<file path="src/rtl/uart_pkg.sv">
// uart_pkg: constants and state encoding shared by the UART receive and transmit blocks.
package uart_pkg;

  localparam int OS_RATE    = 16;
  localparam int MID_SAMPLE = 7;
  localparam int DATA_BITS  = 8;

  // Receiver FSM state encoding.
  localparam logic [2:0] IDLE   = 3'd0;
  localparam logic [2:0] START  = 3'd1;
  localparam logic [2:0] DATA   = 3'd2;
  localparam logic [2:0] PARITY = 3'd3;
  localparam logic [2:0] STOP   = 3'd4;
  localparam logic [2:0] BREAK  = 3'd5;

  // Even-parity bit for a data byte: the bit that makes the total count of ones even.
  function automatic logic even_parity(input logic [7:0] d);
    return ^d;
  endfunction

endpackage

</file>
<file path="src/rtl/uart_os_tick.sv">
// uart_os_tick: oversampling tick generator. A down-counter reloads with DIV at
// terminal count and emits a one-cycle tick there. While clear is high the counter
// is held at zero and no tick is produced, so the first tick after clear drops
// arrives in the very first cycle.
module uart_os_tick #(
  parameter int DIV = 0
) (
  input  logic clk,
  input  logic rst,
  input  logic clear,
  output logic tick
);

  localparam int CW = (DIV > 0) ? $clog2(DIV + 1) : 1;

  logic [CW-1:0] cnt;

  // Down-counter with reload at terminal count, held at zero while cleared.
  always_ff @(posedge clk or posedge rst) begin
    if (rst) begin
      cnt <= '0;
    end else if (clear) begin
      cnt <= '0;
    end else if (cnt == '0) begin
      cnt <= CW'(DIV);
    end else begin
      cnt <= cnt - CW'(1);
    end
  end

  assign tick = !clear && (cnt == '0);

endmodule

</file>
<file path="src/rtl/uart_rx.sv">
// uart_rx: UART receiver, 16x oversampled, LSB-first, one-cycle rx_valid strobe.
// Build option: define UART_RX_PARITY_EN for 8E1 frames; this adds a PARITY state
// and a parity_err output. Without it the receiver handles 8N1 frames.
//
// state  | meaning
// IDLE   | line idle, waiting for a falling edge on rx_s
// START  | validating start bit at its mid-sample
// DATA   | shifting in 8 data bits, LSB first
// PARITY | sampling the even-parity bit (parity builds only)
// STOP   | sampling the stop bit; byte accepted or framing error
// BREAK  | line held low after a framing error, wait for idle
module uart_rx
  import uart_pkg::*;
#(
  parameter int CLK_FREQ  = 100_000_000,
  parameter int BAUD_RATE = 9600
) (
  input  logic       clk,
  input  logic       rst,
  input  logic       rx,
  output logic [7:0] rx_data,
  output logic       rx_valid,
  output logic       rx_busy,
  output logic       frame_err
`ifdef UART_RX_PARITY_EN
  ,
  output logic       parity_err
`endif
);

  localparam int OS_DIV = CLK_FREQ / (BAUD_RATE * OS_RATE) - 1;

  logic       rx_meta;
  logic       rx_s;
  logic [2:0] state;
  logic [2:0] state_nxt;
  logic       os_clear;
  logic       os_tick;
  logic [3:0] os_cnt;
  logic [2:0] bit_cnt;
  logic [7:0] shift_reg;
  logic       mid_smp;
  logic       bit_end;
  logic       valid_nxt;
  logic       ferr_nxt;
`ifdef UART_RX_PARITY_EN
  logic       par_bit;
  logic       perr_nxt;
`endif

  // Two-flop synchronizer; idles high so reset does not look like a start bit.
  always_ff @(posedge clk or posedge rst) begin
    if (rst) begin
      rx_meta <= 1'b1;
      rx_s    <= 1'b1;
    end else begin
      rx_meta <= rx;
      rx_s    <= rx_meta;
    end
  end

  assign os_clear = (state == IDLE);

  uart_os_tick #(
    .DIV(OS_DIV)
  ) u_os_tick (
    .clk  (clk),
    .rst  (rst),
    .clear(os_clear),
    .tick (os_tick)
  );

  assign mid_smp = os_tick && (os_cnt == 4'(MID_SAMPLE));
  assign bit_end = os_tick && (os_cnt == 4'(OS_RATE - 1));

  // State register.
  always_ff @(posedge clk or posedge rst) begin
    if (rst) begin
      state <= IDLE;
    end else begin
      state <= state_nxt;
    end
  end

  // Next-state logic; STOP leaves at the mid-sample so back-to-back frames are caught.
  always_comb begin
    state_nxt = state;
    case (state)
      IDLE: begin
        if (!rx_s) state_nxt = START;
      end
      START: begin
        if (mid_smp && rx_s) state_nxt = IDLE;
        else if (bit_end)    state_nxt = DATA;
      end
      DATA: begin
        if (bit_end && (bit_cnt == 3'(DATA_BITS - 1))) begin
`ifdef UART_RX_PARITY_EN
          state_nxt = PARITY;
`else
          state_nxt = STOP;
`endif
        end
      end
`ifdef UART_RX_PARITY_EN
      PARITY: begin
        if (bit_end) state_nxt = STOP;
      end
`endif
      STOP: begin
        if (mid_smp) state_nxt = rx_s ? IDLE : BREAK;
      end
      BREAK: begin
        if (rx_s) state_nxt = IDLE;
      end
      default: state_nxt = IDLE;
    endcase
  end

  // Output decode at the stop-bit mid-sample; registered below.
  always_comb begin
    valid_nxt = 1'b0;
    ferr_nxt  = 1'b0;
`ifdef UART_RX_PARITY_EN
    perr_nxt  = 1'b0;
    if (state == STOP && mid_smp) begin
      perr_nxt  = (even_parity(shift_reg) != par_bit);
      valid_nxt = rx_s && !perr_nxt;
      ferr_nxt  = !rx_s;
    end
`else
    if (state == STOP && mid_smp) begin
      valid_nxt = rx_s;
      ferr_nxt  = !rx_s;
    end
`endif
  end

  // Oversample/bit counters and the shift register; counters park at zero in IDLE.
  always_ff @(posedge clk or posedge rst) begin
    if (rst) begin
      os_cnt    <= '0;
      bit_cnt   <= '0;
      shift_reg <= '0;
`ifdef UART_RX_PARITY_EN
      par_bit   <= 1'b0;
`endif
    end else begin
      if (state == IDLE) begin
        os_cnt  <= '0;
        bit_cnt <= '0;
      end else begin
        if (os_tick) os_cnt <= os_cnt + 4'd1;
        if (state == DATA && bit_end) bit_cnt <= bit_cnt + 3'd1;
      end
      if (state == DATA && mid_smp) shift_reg <= {rx_s, shift_reg[7:1]};
`ifdef UART_RX_PARITY_EN
      if (state == PARITY && mid_smp) par_bit <= rx_s;
`endif
    end
  end

  // Registered strobes and the held output byte.
  always_ff @(posedge clk or posedge rst) begin
    if (rst) begin
      rx_data    <= 8'h00;
      rx_valid   <= 1'b0;
      frame_err  <= 1'b0;
`ifdef UART_RX_PARITY_EN
      parity_err <= 1'b0;
`endif
    end else begin
      rx_valid   <= valid_nxt;
      frame_err  <= ferr_nxt;
`ifdef UART_RX_PARITY_EN
      parity_err <= perr_nxt;
`endif
      if (valid_nxt) rx_data <= shift_reg;
    end
  end

  assign rx_busy = (state != IDLE);

endmodule

</file>
<file path="config.mk">
export PLATFORM = sky130hd
export DESIGN_NAME = uart_rx
export DESIGN_NICKNAME = d
export VERILOG_FILES = /design/src/rtl/uart_pkg.sv /design/src/rtl/uart_os_tick.sv /design/src/rtl/uart_rx.sv
export SDC_FILE = /design/constraint.sdc
export NUM_CORES = 1
export LEC_CHECK = 0
export CAP_MARGIN = 40
export CORE_UTILIZATION = 61
export DETAILED_ROUTE_END_ITERATION = 10
export PLACE_DENSITY_LB_ADDON = 0.12
export SYNTH_ARGS = -nofsm -noshare
export SYNTH_HDL_FRONTEND = slang
export SYNTH_SLANG_ARGS = --single-unit
</file>
<file path="constraint.sdc">
create_clock -name clk -period 3.7 [get_ports clk]
set_clock_uncertainty 0.05 [all_clocks]
set_input_delay 0.37 -clock clk [delete_from_list [all_inputs] [get_ports clk]]
set_output_delay 0.37 -clock clk [all_outputs]
set_load 0.005 [all_outputs]
</file>
==> results_dict.tcl, run 1 <==
set metrics [dict create \
    outcome "completed" \
    clock_latency_ps 360 \
    required_ps 3900 \
    ys_ff_latch 40 \
    synthCells 163 \
    cp_max_fo 8 \
    yosys.area.top_type "dfrtp_1" \
    initial_core_util 0.664 \
    diodes 0 \
    setup_tns_ps 0 \
    vias_per_cell 6.15 \
    slew_violations 0 \
    ys_top_cells_by_area "dfrtp_1, mux2_2, ha_1, dfstp_2, xnor2_1" \
    clk_pin_slew_worst_paths_ps 120 \
    dieHeight_um 57.5 \
    layout-drive-gt1-share 0.189 \
    antenna_found_initial 0 \
    placement.io_buffers 13 \
    ys_top_cells_by_count "dfrtp_1, mux2_2, nor2_1, nor3_1, a21oi_1" \
    synth_area_sq_mm 0.00188 \
    dieArea_sq_mm 0.00330 \
    holdCritPathClass "reg -> reg" \
    grt.overflow.total 0 \
    area_delta_synth_final_pct 11.7 \
    p_switching_mw 0.154 \
    max_stage_delay_ps 610 \
    synth_most_common_cell "dfrtp_1" \
    synthFlopType "dfrtp_1" \
    dp_hpwl_mm 2.41 \
    whs_ps 314 \
    setup_viol 0 \
    rsz0062_at_grt "false" \
    numCtsBuffers 5 \
    worstPathCellList "inv_1 > ha_1 > or3b_1 > or4_4 > nor2_8 > mux2_2" \
    dieWidth_um 57.5 \
    rows 19 \
    drc_errors 0 \
    final_antenna_net_count 0 \
    finalHoldViolations 0 \
    slew_headroom 0.548 \
    yosysSeqAreaShare 0.534 \
    intPower_mw 0.534 \
    fmax_mhz 406 \
    swShare 0.224 \
    cts_setup_buffers 0 \
    grt_use_total 0.237 \
    drtIter0Drc 61 \
    p_per_area_mw_per_mm2 328 \
    grt_pass1_wl_mm 5.81 \
    worstMarginPinSlew_ps 673 \
    synth_warnings 0 \
    synth_edf_count 0 \
    finalPower_mw 0.688 \
    vias 1297 \
    cts_tree "yes" \
    crit_path_end_kind "flip-flop" \
    firstDrtPassIters 4 \
    grt_pass1_vias 1230 \
    cts_buffer_depth 2 \
    worstSetupStartpointType "flip-flop" \
    ir_drop_mv 0.271 \
    cp_top_family "simple AND/OR/NAND/NOR gates" \
    critPathArrivalTime_ps 2660 \
    cts.sinks 40 \
    critPathBufInv 1 \
    fin_crit_sh 0.666 \
    critical_path_class "reg -> reg" \
    grt_max_degree 41 \
    dp_cells 203 \
    power_leakage_nw 0.965 \
    drv_cap 0 \
    combPwrFrac 0.017 \
    p_clk_frac 0.344 \
    core_sq_mm 0.00283 \
    avgSynthCellArea_sq_um 11.5 \
    critical-path-slowest-cell "or4_4" \
    largest_register_ff_count 10 \
    clockRootBuffer "clkbuf_4" \
    fin_ws_ps 1240 \
    nNetsFinal 187 \
    wl_per_cell_um 16.1 \
    cts-resized-gates 0 \
    htreeDepth 2 \
    async_reset_ff_frac 1.00 \
    preCtsSetupSlack_ps 1250 \
    gp_congestion 0.843 \
    p_seq_frac 0.640 \
    io_pins 14 \
    stdcell_count 211 \
    period_needed_ps 2460 \
    syn_nets 171 \
    ys_types 41 \
    postRouteWirelength_mm 3.39 \
    yosysTopAreaCellShare 0.506 \
    hold_buffers 0 \
]
## worst paths after layout
kind | from | end | slack, ps | depth (start not counted)
worst max-delay path | u_os_tick.cnt[0] | shift_reg[7] | 1240 | 6
worst min-delay path | rx_meta | rx_s | 310 | 0
worst max register to register | u_os_tick.cnt[0] | shift_reg[7] | 1240 | 6
worst min register to register | rx_meta | rx_s | 310 | 0
max in group asynchronous | rst | rx_meta | 2860 | 3
min in group asynchronous | rst | shift_reg[2] | 380 | 3
## per-stage QoR
| stage | area, sq um | utilization |
|---|---|---|
| after floorplan | 1880 | - |
| after detailed placement | 2030 | 0.718 |
| after global routing | 2100 | 0.741 |
| after CTS | 2100 | 0.741 |
| final | 2100 | 0.741 |
| after global placement | 2030 | 0.718 |
## layer usage
| layer | global-route usage | up-vias | wire [um] |
|---|---|---|---|
| li1 | - | 617 | - |
| met1 | 0.331 | 644 | 1550 |
| met2 | 0.357 | 31 | 1660 |
| met3 | 0.0748 | 5 | 152 |
| met4 | 0.0732 | 0 | 36 |
| met5 | 0 | - | 0 |
## cell families after synthesis
kind of cell             count (synthesis)  share of synthesized area
AO/OA/AOI/OAI                           23                     0.0773
multiplexers                            16                     0.0959
buffers and inverters                   12                     0.0286
XOR/XNOR                                 9                     0.0420
adder cells (fa/ha/maj)                  5                     0.0333
AND/OR/NAND/NOR                         58                      0.189
flip-flops                              40                      0.534
## cells in the final DEF, fill, tap and decap left out, drive strengths merged
| cell | n |
|---|---|
| nor4b | 1 |
| nand2b | 2 |
| a31oi | 2 |
| a2111oi | 1 |
| xor2 | 3 |
| clkdlybuf4s50 | 13 |
| nand3b | 2 |
| o211ai | 2 |
| nor4 | 2 |
| or3b | 1 |
| ha | 5 |
| inv | 6 |
| a21o | 1 |
| nor3 | 11 |
| or3 | 3 |
| mux2 | 16 |
| and3 | 1 |
| a311oi | 2 |
| o21ai | 4 |
| a21oi | 9 |
| nand4 | 3 |
| clkbuf | 6 |
| dfstp | 2 |
| nor3b | 2 |
| dfrtp | 38 |
| nand3 | 6 |
| clkinvlp | 2 |
| xnor2 | 6 |
| and4 | 1 |
| o311ai | 1 |
| or4 | 1 |
| nor2b | 1 |
| nor2 | 12 |
| buf | 2 |
| nand2 | 7 |
| and2 | 1 |
| a221o | 1 |
| or2 | 1 |
## layout make-up
type                            count  area (sq um)
Sequential cell                    40          1000
Multi-Input combinational cell    111           821
Fill cell                         203           732
Timing Repair Buffer               15           145
Clock buffer                        6          51.3
Tap cell                           31          38.8
Inverter                            6          22.5
Clock inverter                      2          15.0
## power by group through the flow
stage / sequential (mW) / combinational (mW) / clock, mW
after floorplan: 0.448 / 0.00686 / 0
after global placement: 0.448 / 0.0115 / 0
after detailed placement: 0.448 / 0.0120 / 0
after CTS: 0.440 / 0.0121 / 0.244
after global routing: 0.440 / 0.0136 / 0.262
final: 0.440 / 0.0114 / 0.236
## worst reg2reg max path, cell delays in order (launching register included)
cell,delay (ps)
dfrtp_1,400
inv_1,90
ha_1,180
or3b_1,480
or4_4,610
nor2_8,210
mux2_2,360
(Power assumes the default switching activity.)
==> run 2: changes to the inputs <==
- CORE_UTILIZATION: 61 -> 57
- clock period: 3.7 -> 2.5 ns (I/O delays scaled with it)
==> results_dict.tcl, run 2 (same netlist as run 1, synthesis figures left out) <==
set metrics [dict create \
    preCtsSetupSlack_ps 140 \
    rsz0062_at_grt "false" \
    htreeDepth 2 \
    drtIter0Drc 46 \
    worstMarginPinSlew_ps 556 \
    rows 20 \
    placement.io_buffers 13 \
    outcome "completed" \
    initial_core_util 0.610 \
    ir_drop_mv 0.354 \
    gp_congestion 0.771 \
    dieArea_sq_mm 0.00353 \
    nNetsFinal 190 \
    vias_per_cell 5.74 \
    diodes 0 \
    largest_register_ff_count 10 \
    cts_setup_buffers 0 \
    firstDrtPassIters 4 \
    postRouteWirelength_mm 3.44 \
    numCtsBuffers 5 \
    p_per_area_mw_per_mm2 458 \
    drc_errors 0 \
    critPathArrivalTime_ps 2530 \
    vias 1302 \
    area_delta_synth_final_pct 13.3 \
    cp-startpoint "u_os_tick.cnt[0]" \
    required_ps 2680 \
    grt_pass1_vias 1280 \
    antenna_found_initial 0 \
    wl_per_cell_um 15.1 \
    clk_pin_slew_worst_paths_ps 120 \
    period_needed_ps 2350 \
    grt_max_degree 41 \
    grt_pass1_wl_mm 5.94 \
    finalHoldViolations 0 \
    holdCritPathClass "in -> async" \
    slew_violations 0 \
    fin_ws_ps 154 \
    grt_use_total 0.236 \
    core_sq_mm 0.00308 \
    dieWidth_um 59.4 \
    cts.sinks 40 \
    critical_path_class "reg -> reg" \
    io_pins 14 \
    fmax_mhz 426 \
    dp_hpwl_mm 2.49 \
    r2r-start "u_os_tick.cnt[0]" \
    worstSetupStartpointType "flip-flop" \
    clockRootBuffer "clkbuf_4" \
    finalPower_mw 0.975 \
    layout-drive-gt1-share 0.191 \
    fillerInstances 234 \
    final_common_cell "dfrtp_1" \
    slew_headroom 0.628 \
    clock_latency_ps 350 \
    setup_viol 0 \
    cts_buffer_depth 2 \
    drv_cap 0 \
    final_cell_mix "dfrtp_1, mux2_2, clkdlybuf4s50_1, nor2_1, nor3_1" \
    setup_tns_ps 0 \
    power_leakage_nw 0.971 \
    fin_crit_sh 0.938 \
    grt.overflow.total 0 \
    cts_tree "yes" \
    cp_max_fo 8 \
    dieHeight_um 59.4 \
    final_antenna_net_count 0 \
    crit_path_end_kind "flip-flop" \
]
[run 2: changes by cell type in the layout (fill, tap and decap cells not counted)]
cell	previous run	this run
buf_4	2	5
clkbuf_1	0	2
clkbuf_8	1	0
clkinv_2	0	1
clkinvlp_4	2	0
nand4_2	1	0
nand4_4	0	1
[run 2: cell type report]
cell class	count	area [sq um]	area share
timing repair buffer	18	168	0.0788
clock inverter	1	5.00	0.00235
sequential	40	1000	0.471
inverter	6	22.5	0.0106
multi-input combinational	111	830	0.390
clock buffer	7	45.0	0.0212
tap	44	55.1	0.0259
[run 2: final timing paths]
check	end	slack, ps	depth (start not counted)
worst max-delay path	shift_reg[6]	150	6
worst min-delay path	state[2]	250	3
worst max register to register	shift_reg[6]	150	6
worst min register to register	rx_s	310	0
max in group asynchronous	rx_meta	1770	3
min in group clk	rx_meta	260	1
[run 2: per-layer routing]
| metal | GRT usage | part of all wire | vias to the layer above |
|---|---|---|---|
| li1 | - | - | 622 |
| met1 | 0.302 | 0.44 | 629 |
| met2 | 0.369 | 0.50 | 41 |
| met3 | 0.0633 | 0.045 | 10 |
| met4 | 0.116 | 0.019 | 0 |
| met5 | 0 | 0 | - |
[run 2: critical path: stages (launching register included)]
cell,delay [ps]
dfrtp_1,390
inv_1,80
ha_1,190
or3b_1,380
or4_4,580
nor2_8,210
mux2_2,360
[run 2: power by group]
group | switching (mW) | total, mW | internal, mW | leakage (nW)
clock network | 0.197 | 0.307 | 0.110 | 0.0293
logic | 0.0127 | 0.0168 | 0.00414 | 0.431
registers | 0.00191 | 0.652 | 0.650 | 0.511
[run 2: repair_timing]
item                                    CTS  global route
hold buffers                              0             0
resized for setup                         0             1
endpoints found under the setup margin    0             8
[run 2: stage by stage]
stage / instance area [sq um] / cells / utilization / hold WS [ps]
floorplan: 1880 / 163 / - / 204
global placement: 2070 / 219 / 0.672 / 296
detailed placement: 2070 / 219 / 0.672 / 305
CTS: 2120 / 227 / 0.689 / 254
global route: 2130 / 227 / 0.691 / 247
finish: 2130 / 227 / 0.691 / 247
==> run 3: changes to the inputs <==
--- a/constraint.sdc
+++ b/constraint.sdc
@@ -4,2 +4,2 @@
 set_output_delay 0.25 -clock clk [all_outputs]
-set_load 0.005 [all_outputs]
+set_load 0.05 [all_outputs]
==> results_dict.tcl, run 3 (same netlist as run 1, synthesis figures left out) <==
set metrics [dict create \
    outcome "completed" \
    worst-r2r-setup-slack_ps 170 \
    met3_usage 0.0480 \
    fillerInstances 252 \
    power_leakage_nw 1.00 \
    firstDrtPassIters 4 \
    antenna_found_initial 0 \
    cts-resized-gates 0 \
    grt_use_total 0.227 \
    final_cell_mix "dfrtp_1, mux2_2, clkdlybuf4s50_1, nor2_1, nor3_1" \
    htreeDepth 2 \
    rows 20 \
    clockRootBuffer "clkbuf_4" \
    hold_path_startpoint "rx" \
    worstSetupStartpointType "flip-flop" \
    critPathArrivalTime_ps 2530 \
    wl_per_cell_um 14.9 \
    clock_latency_ps 350 \
    r2r-start "u_os_tick.cnt[0]" \
    placement.io_buffers 13 \
    p_clk_frac 0.394 \
    period_needed_ps 2330 \
    dieArea_sq_mm 0.00353 \
    drc_errors 0 \
    slew_violations 0 \
    grt.overflow.total 0 \
    stdcell_count 230 \
    hold-path-cell-count 1 \
    initial_core_util 0.610 \
    gp_congestion 0.816 \
    rsz0062_at_grt "false" \
    vias 1329 \
    clk_pin_slew_worst_paths_ps 130 \
    dieWidth_um 59.4 \
    crit_path_end_kind "flip-flop" \
    critical_path_class "reg -> reg" \
    grtUsageMet2 0.360 \
    largest_register_ff_count 10 \
    p_switching_mw 0.235 \
    holdCritPathClass "in -> reg" \
    combPwrFrac 0.016 \
    io_pins 14 \
    diodes 0 \
    hold_buffers 0 \
    p_seq_frac 0.591 \
    dp_cells 222 \
    dpl-instance-area_sq_mm 0.00209 \
    use_met1 0.296 \
    vias_per_cell 5.78 \
    dp_hpwl_mm 2.47 \
    r2r_cells 6 \
    cts_setup_buffers 0 \
    area_delta_synth_final_pct 16.3 \
    hold_end "rx_meta" \
    cp_max_fo 8 \
    cts.sinks 40 \
    grt-busiest-layer "met2" \
    finish.instance_area_sq_mm 0.00218 \
    layout-drive-gt1-share 0.220 \
    required_ps 2690 \
    numCtsBuffers 5 \
    cts_tree "yes" \
    grt_pass1_vias 1301 \
    drtIter0Drc 58 \
    swShare 0.213 \
    setup_tns_ps 0 \
    slew_headroom 0.660 \
    drv_cap 0 \
    dieHeight_um 59.4 \
    core_sq_mm 0.00308 \
    worstMarginPinSlew_ps 508 \
    ir_drop_mv 0.363 \
    fin_crit_sh 0.934 \
    p_per_area_mw_per_mm2 505 \
    final_common_cell "dfrtp_1" \
    grt_pass1_wl_mm 5.83 \
    postRouteWirelength_mm 3.42 \
    intPower_mw 0.868 \
    final_antenna_net_count 0 \
    finalHoldViolations 0 \
    fmax_mhz 428 \
    cts_buffer_depth 2 \
    r2r_end "shift_reg[1]" \
    grt_max_degree 41 \
    setup_viol 0 \
    nNetsFinal 193 \
]
## run 3: per-stage QoR
| step | setup slack [ps] | power (mW) | hold WS [ps] | utilization |
|---|---|---|---|---|
| after floorplan | 174 | 0.673 | 204 | - |
| after global placement | 187 | 0.681 | 297 | 0.679 |
| after detailed placement | 132 | 0.682 | 299 | 0.679 |
| after CTS | 102 | 1.12 | 225 | 0.707 |
| after global routing | 41.5 | 1.14 | 229 | 0.709 |
| final | 165 | 1.10 | 239 | 0.709 |
## run 3: worst max-delay path: stages (launching register included)
cell     delay [ps]
dfrtp_1         410
inv_1            80
ha_1            180
or3b_1          380
or4_4           580
nor2_8          200
mux2_2          360
## run 3: how the worst max path moves through the flow
stage          slack (ps)             start            to
4_1_cts               100  u_os_tick.cnt[0]    rx_data[1]
5_1_grt                40  u_os_tick.cnt[0]    rx_data[2]
6_report              170  u_os_tick.cnt[0]  shift_reg[1]
2_1_floorplan         170  u_os_tick.cnt[0]  shift_reg[0]
3_3_place_gp          190  u_os_tick.cnt[0]    rx_data[7]
3_5_place_dp          130  u_os_tick.cnt[0]    rx_data[4]
## run 3: layer usage
layer / vias up / part of all wire
met3: 7 / 0.025
met5: - / 0
met4: 0 / 0.021
li1: 631 / -
met2: 17 / 0.49
met1: 674 / 0.46
## run 3: area by class of cell
class | instances | area [sq um] | area share
Clock inverter | 3 | 47.5 | 0.0218
Tap cell | 44 | 55.1 | 0.0252
Inverter | 6 | 22.5 | 0.0103
Timing Repair Buffer | 21 | 188 | 0.0860
Sequential cell | 40 | 1000 | 0.460
Multi-Input combinational cell | 111 | 830 | 0.380
Clock buffer | 5 | 37.5 | 0.0172
## run 3: power by group through the flow
stage / registers (mW) / logic (mW) / clock network [mW]
5_1_grt: 0.652 / 0.0206 / 0.467
2_1_floorplan: 0.663 / 0.0102 / 0
4_1_cts: 0.652 / 0.0181 / 0.446
6_report: 0.652 / 0.0172 / 0.434
3_3_place_gp: 0.664 / 0.0172 / 0
3_5_place_dp: 0.664 / 0.0181 / 0
